`config.mk`:
```
export PLATFORM = sky130hd
export DESIGN_NAME = debounced_gate_unit
export DESIGN_NICKNAME = d
export VERILOG_FILES = /design/src/rtl/gate_unit_pkg.sv /design/src/rtl/debouncer.sv /design/src/rtl/debounced_gate_unit.sv
export SDC_FILE = /design/constraint.sdc
export NUM_CORES = 1
export LEC_CHECK = 0
export BUFFER_PORTS_ARGS = -buffer_cell sky130_fd_sc_hd__buf_2
export CELL_PAD_IN_SITES_DETAIL_PLACEMENT = 1
export CELL_PAD_IN_SITES_GLOBAL_PLACEMENT = 2
export CORE_UTILIZATION = 41
export CTS_CLUSTER_DIAMETER = 50
export CTS_CLUSTER_SIZE = 16
export DETAILED_ROUTE_END_ITERATION = 10
export PLACE_DENSITY_LB_ADDON = 0.2
export SYNTH_ARGS = -nofsm -noshare
export SYNTH_HDL_FRONTEND = slang
export SYNTH_SLANG_ARGS = --single-unit
```
`constraint.sdc`:
```
create_clock -name clk -period 2.3 [get_ports clk]
set_input_delay 0.345 -clock clk [delete_from_list [all_inputs] [get_ports clk]]
set_output_delay 0.345 -clock clk [all_outputs]
set_load 0.01 [all_outputs]
```
`src/rtl/gate_unit_pkg.sv`:
```
// gate_unit_pkg: mode codes and gate evaluation shared by the debounced gate unit
package gate_unit_pkg;
    localparam logic [2:0] MODE_AND  = 3'd0;
    localparam logic [2:0] MODE_OR   = 3'd1;
    localparam logic [2:0] MODE_XOR  = 3'd2;
    localparam logic [2:0] MODE_NAND = 3'd3;
    localparam logic [2:0] MODE_NOR  = 3'd4;
    localparam logic [2:0] MODE_XNOR = 3'd5;
    localparam logic [2:0] MODE_LAST = MODE_XNOR;

    function automatic logic gate_fn(input logic [2:0] m, input logic all1, input logic any1, input logic par);
        return m == MODE_AND  ? all1  :
               m == MODE_OR   ? any1  :
               m == MODE_XOR  ? par   :
               m == MODE_NAND ? ~all1 :
               m == MODE_NOR  ? ~any1 :
               m == MODE_XNOR ? ~par  : 1'b0;
    endfunction
endpackage

```
`src/rtl/debouncer.sv`:
```
// debouncer: 2-flop synchroniser followed by a stable-level counter
module debouncer #(
    parameter int DEBOUNCE_CYCLES = 500000
) (
    input  logic clk,
    input  logic rst_n,
    input  logic raw,
    output logic clean
);
    localparam int CW = $clog2(DEBOUNCE_CYCLES + 1);
    logic meta, level;
    logic [CW-1:0] cnt;
    always_ff @(posedge clk or negedge rst_n) begin
        if (!rst_n) begin
            meta  <= 1'b0;
            level <= 1'b0;
            cnt   <= '0;
            clean <= 1'b0;
        end else begin
            meta  <= raw;
            level <= meta;
            if (level == clean) begin
                cnt <= '0;
            end else if (cnt == CW'(DEBOUNCE_CYCLES - 1)) begin
                clean <= level;
                cnt   <= '0;
            end else begin
                cnt <= cnt + CW'(1);
            end
        end
    end
endmodule

```
`src/rtl/debounced_gate_unit.sv`:
```
// debounced_gate_unit: debounced inputs reduced by a button-selected gate, registered to drive an LED
module debounced_gate_unit
    import gate_unit_pkg::*;
#(
    parameter int N_IN            = 2,
    parameter int DEBOUNCE_CYCLES = 500000
) (
    input  logic            clk,
    input  logic            rst_n,
    input  logic [N_IN-1:0] in_raw,
    input  logic            mode_btn,
    output logic [N_IN-1:0] in_clean,
    output logic [2:0]      mode,
    output logic            mode_changed,
    output logic            out_y
);
    localparam int WW = $clog2(DEBOUNCE_CYCLES + 3);
    logic btn_clean, btn_prev, armed, warm_done, adv;
    logic [WW-1:0] warm;

    for (genvar i = 0; i < N_IN; i++) begin : g_in
        debouncer #(.DEBOUNCE_CYCLES(DEBOUNCE_CYCLES)) u_db (
            .clk(clk), .rst_n(rst_n), .raw(in_raw[i]), .clean(in_clean[i])
        );
    end

    debouncer #(.DEBOUNCE_CYCLES(DEBOUNCE_CYCLES)) u_btn (
        .clk(clk), .rst_n(rst_n), .raw(mode_btn), .clean(btn_clean)
    );

    // a button held through reset is debounced high by the end of warm-up, so it stays unarmed until released
    assign warm_done = warm == WW'(DEBOUNCE_CYCLES + 2);
    assign adv       = armed & btn_clean & ~btn_prev;

    always_ff @(posedge clk or negedge rst_n) begin
        if (!rst_n) begin
            warm         <= '0;
            armed        <= 1'b0;
            btn_prev     <= 1'b0;
            mode         <= MODE_AND;
            mode_changed <= 1'b0;
            out_y        <= 1'b0;
        end else begin
            warm         <= warm_done ? warm : warm + WW'(1);
            armed        <= armed | (warm_done & ~btn_clean);
            btn_prev     <= btn_clean;
            mode         <= mode > MODE_LAST ? MODE_AND :
                            adv ? (mode == MODE_LAST ? MODE_AND : mode + 3'd1) : mode;
            mode_changed <= mode <= MODE_LAST && adv;
            out_y        <= gate_fn(mode, &in_clean, |in_clean, ^in_clean);
        end
    end
endmodule
```
==> results.yml <==
global_routing:
  grt_pass1_vias: 3235
  antenna_found_initial: 0
  track_usage_pct: 18.1
  overflow: 0
  grt_max_degree: 49
  grt_pass1_wl_um: 15900
yosys:
  netlist.area_leader.share_pct: 51.4
  syn_inst: 435
  synth_ff_type: "dfrtp_1"
  ys_warn_count: 0
  synth_edf_count: 0
  ys_async_sr_fraction_pct: 100
  syn_nets: 448
  synth_seq_cells: 92
  ys_types: 44
  synth_area_leader_cell: "dfrtp_1"
  synth.avg_cell_area_um2: 10.3
  synth_seq_area_share_pct: 51.4
  syn_area_mm2: 0.00448
  synth_area_leaders: "dfrtp_1, xnor2_1, nor2_1"
  synthTopCellsByCount: "dfrtp_1, nor2_1, xnor2_1"
  yosysMostFrequentCell: "dfrtp_1"
timing:
  skew_ps: 11.6
  slew_viol_final: 0
  max_freq_ghz: 0.472
  worst_pin_slew_ps: 615
  min_period_ps: 2120
  rsz0062_at_grt: "false"
  fin_setup_tns_ps: 0
  fin_ws_ps: 181
  fin_crit_sh_pct: 92.1
  setup_viol: 0
  hold_violations: 0
  relSlewSlack_pct: 59.0
critical_path:
  criticalPathCategory: "flip-flop to flip-flop"
  required_ps: 2570
  crit_fanout: 5
  timing.rr.start: "g_in[0].u_db.cnt[5]"
  r2r_end: "g_in[0].u_db.clean"
  crit_slowest_cell: "or4_1"
  rrSetupSlack_ps: 180
  path_cells: "or4bb_1, or4_1, nor2_1, mux2_2"
  worstRegToRegCells: 4
  end_kind: "flip-flop"
  start_kind: "flip-flop"
  cp_data_arrival_time_ps: 2390
  max_stage_delay_ps: 590
die:
  fp.coreArea_mm2: 0.0105
  num_io_pins: 12
  die_y_um: 107
  rows: 37
  die_area_mm2: 0.0114
  die-width_um: 107
  initial_utilization_pct: 42.8
route:
  wl_um: 9430
  via_per_inst: 5.33
  drt_iter0_markers: 136
  vias: 3186
  wl_per_cell_um: 15.8
  ant_nets: 0
  drc: 0
  dr.pass1.iters: 4
clock_network:
  numCtsBuffers: 9
  cts_tree: "yes"
  cts-root-buf: "clkbuf_8"
  cts_htree_levels: 3
  clock_latency_ps: 380
  post_cts_buffers: 0
  path_clk_slew_ps: 90
  clockBufferDepth: 2
  cts_resized: 0
  numClockSinks: 92
status:
  status: "finished, final reports clean"
min_path:
  min_path_type: "primary input to flip-flop"
  hp-start: "in_raw[1]"
  hold_depth: 1
  hold_end: "g_in[1].u_db.meta"
cells_and_area:
  fin_area_mm2: 0.00501
  filler_cell_count: 1201
  final_core_util_pct: 47.9
  num_antenna_cells: 0
  nNetsFinal: 470
  fin_cells: 598
  syn_to_final_growth_pct: 11.8
  drive_gt1_share_pct: 11.9
power_and_ir_drop:
  leakage_nw: 2.05
  cellPowerDensity_mw_per_mm2: 619
  irDropWorstVdd_mv: 0.482
placement:
  dp.cells: 581
  gp_congestion: 0.760
  dp_slack_ps: 170
  dpl_cell_area_mm2: 0.00475
  port_buffers: 11
  hpwl_um: 6520
flow_run:
  cap_violations: 0
==> worst max-delay path by stage <==
stage | startpoint | cells past startpoint | slack (ps) | endpoint
after detailed placement | u_btn.cnt[0] | 5 | 170 | u_btn.cnt[18]
after CTS | u_btn.cnt[0] | 5 | 180 | u_btn.cnt[18]
after global routing | u_btn.cnt[0] | 5 | 100 | u_btn.cnt[18]
final | g_in[0].u_db.cnt[5] | 4 | 180 | g_in[0].u_db.clean
after global placement | g_in[0].u_db.cnt[5] | 4 | 240 | g_in[0].u_db.clean
after floorplan | u_btn.cnt[0] | 6 | 240 | u_btn.cnt[18]
==> state kept, by name (all words and copies together) (netlist names) <==
register,count
armed,1
btn_prev,1
g_in.u_db.clean,2
g_in.u_db.cnt,38
g_in.u_db.level,2
g_in.u_db.meta,2
mode,3
mode_changed,1
out_y,1
u_btn.clean,1
u_btn.cnt,19
u_btn.level,1
u_btn.meta,1
warm,19
==> layout make-up <==
| class | count | area, um2 | share of cell area, % |
|---|---|---|---|
| clock buffers | 12 | 155 | 3.10 |
| clock inverters | 4 | 95.1 | 1.90 |
| inverters | 21 | 78.8 | 1.57 |
| multi-input cells | 310 | 2030 | 40.6 |
| flip-flops and latches | 92 | 2300 | 46.0 |
| well taps | 136 | 170 | 3.40 |
| repair buffers | 23 | 175 | 3.50 |
==> through the flow <==
step           hold slack (ps)  power [mW]
2_1_floorplan             49.4        1.72
3_3_place_gp               338        1.78
3_5_place_dp               344        1.79
4_1_cts                   44.0        3.17
5_1_grt                   43.5        3.22
6_report                  71.7        3.10
==> worst max-delay path, delay by kind of cell, from the launching register on <==
| kind | cells | cell delay (ps) |
|---|---|---|
| flip-flops | 1 | 430 |
| multiplexers | 1 | 340 |
| AND/OR/NAND/NOR | 3 | 1240 |
==> cell usage in the layout, fill, tap and decap left out, types with 8 or more instances in the layout <==
cell	Yosys	layout
o21ai_0	10	10
nand3_1	24	24
buf_2	2	10
nor2_1	53	53
buf_4	3	10
nand4_1	15	15
a21oi_1	18	18
nor3_1	9	9
ha_1	8	8
clkbuf_8	0	11
and3_1	8	8
dfrtp_1	92	92
or3_1	11	11
nor4_1	10	10
nand2_1	25	25
xnor2_1	48	48
or4_1	12	12
inv_1	21	21
xor2_1	11	11
==> routing by layer <==
layer	wire [um]	track usage [%]	vias to the layer above
li1	-	-	1554
met5	0	0	-
met2	4590	29.3	34
met3	277	6.38	7
met4	90	4.40	0
met1	4480	23.1	1591
==> cells by family (layout without fill, tap and decap cells) <==
family,count (synthesis),count (layout),synth area share [%]
simple gates,196,196,24.3
flops,92,92,51.4
xor+xnor,59,59,11.5
compound gates,43,43,6.37
buf+inv,33,60,3.27
fa+ha+maj,8,8,2.23
mux,4,4,0.977
==> power by group <==
group          switching, mW  internal (mW)
sequential            0.0199           1.63
combinational         0.0654         0.0313
clock                  0.572          0.780
==> timing repair <==
item	CTS	global route
hold buffers	1	0
endpoints found under the hold margin	44	0
endpoints found under the setup margin	0	0
(Power assumes the default switching activity.)
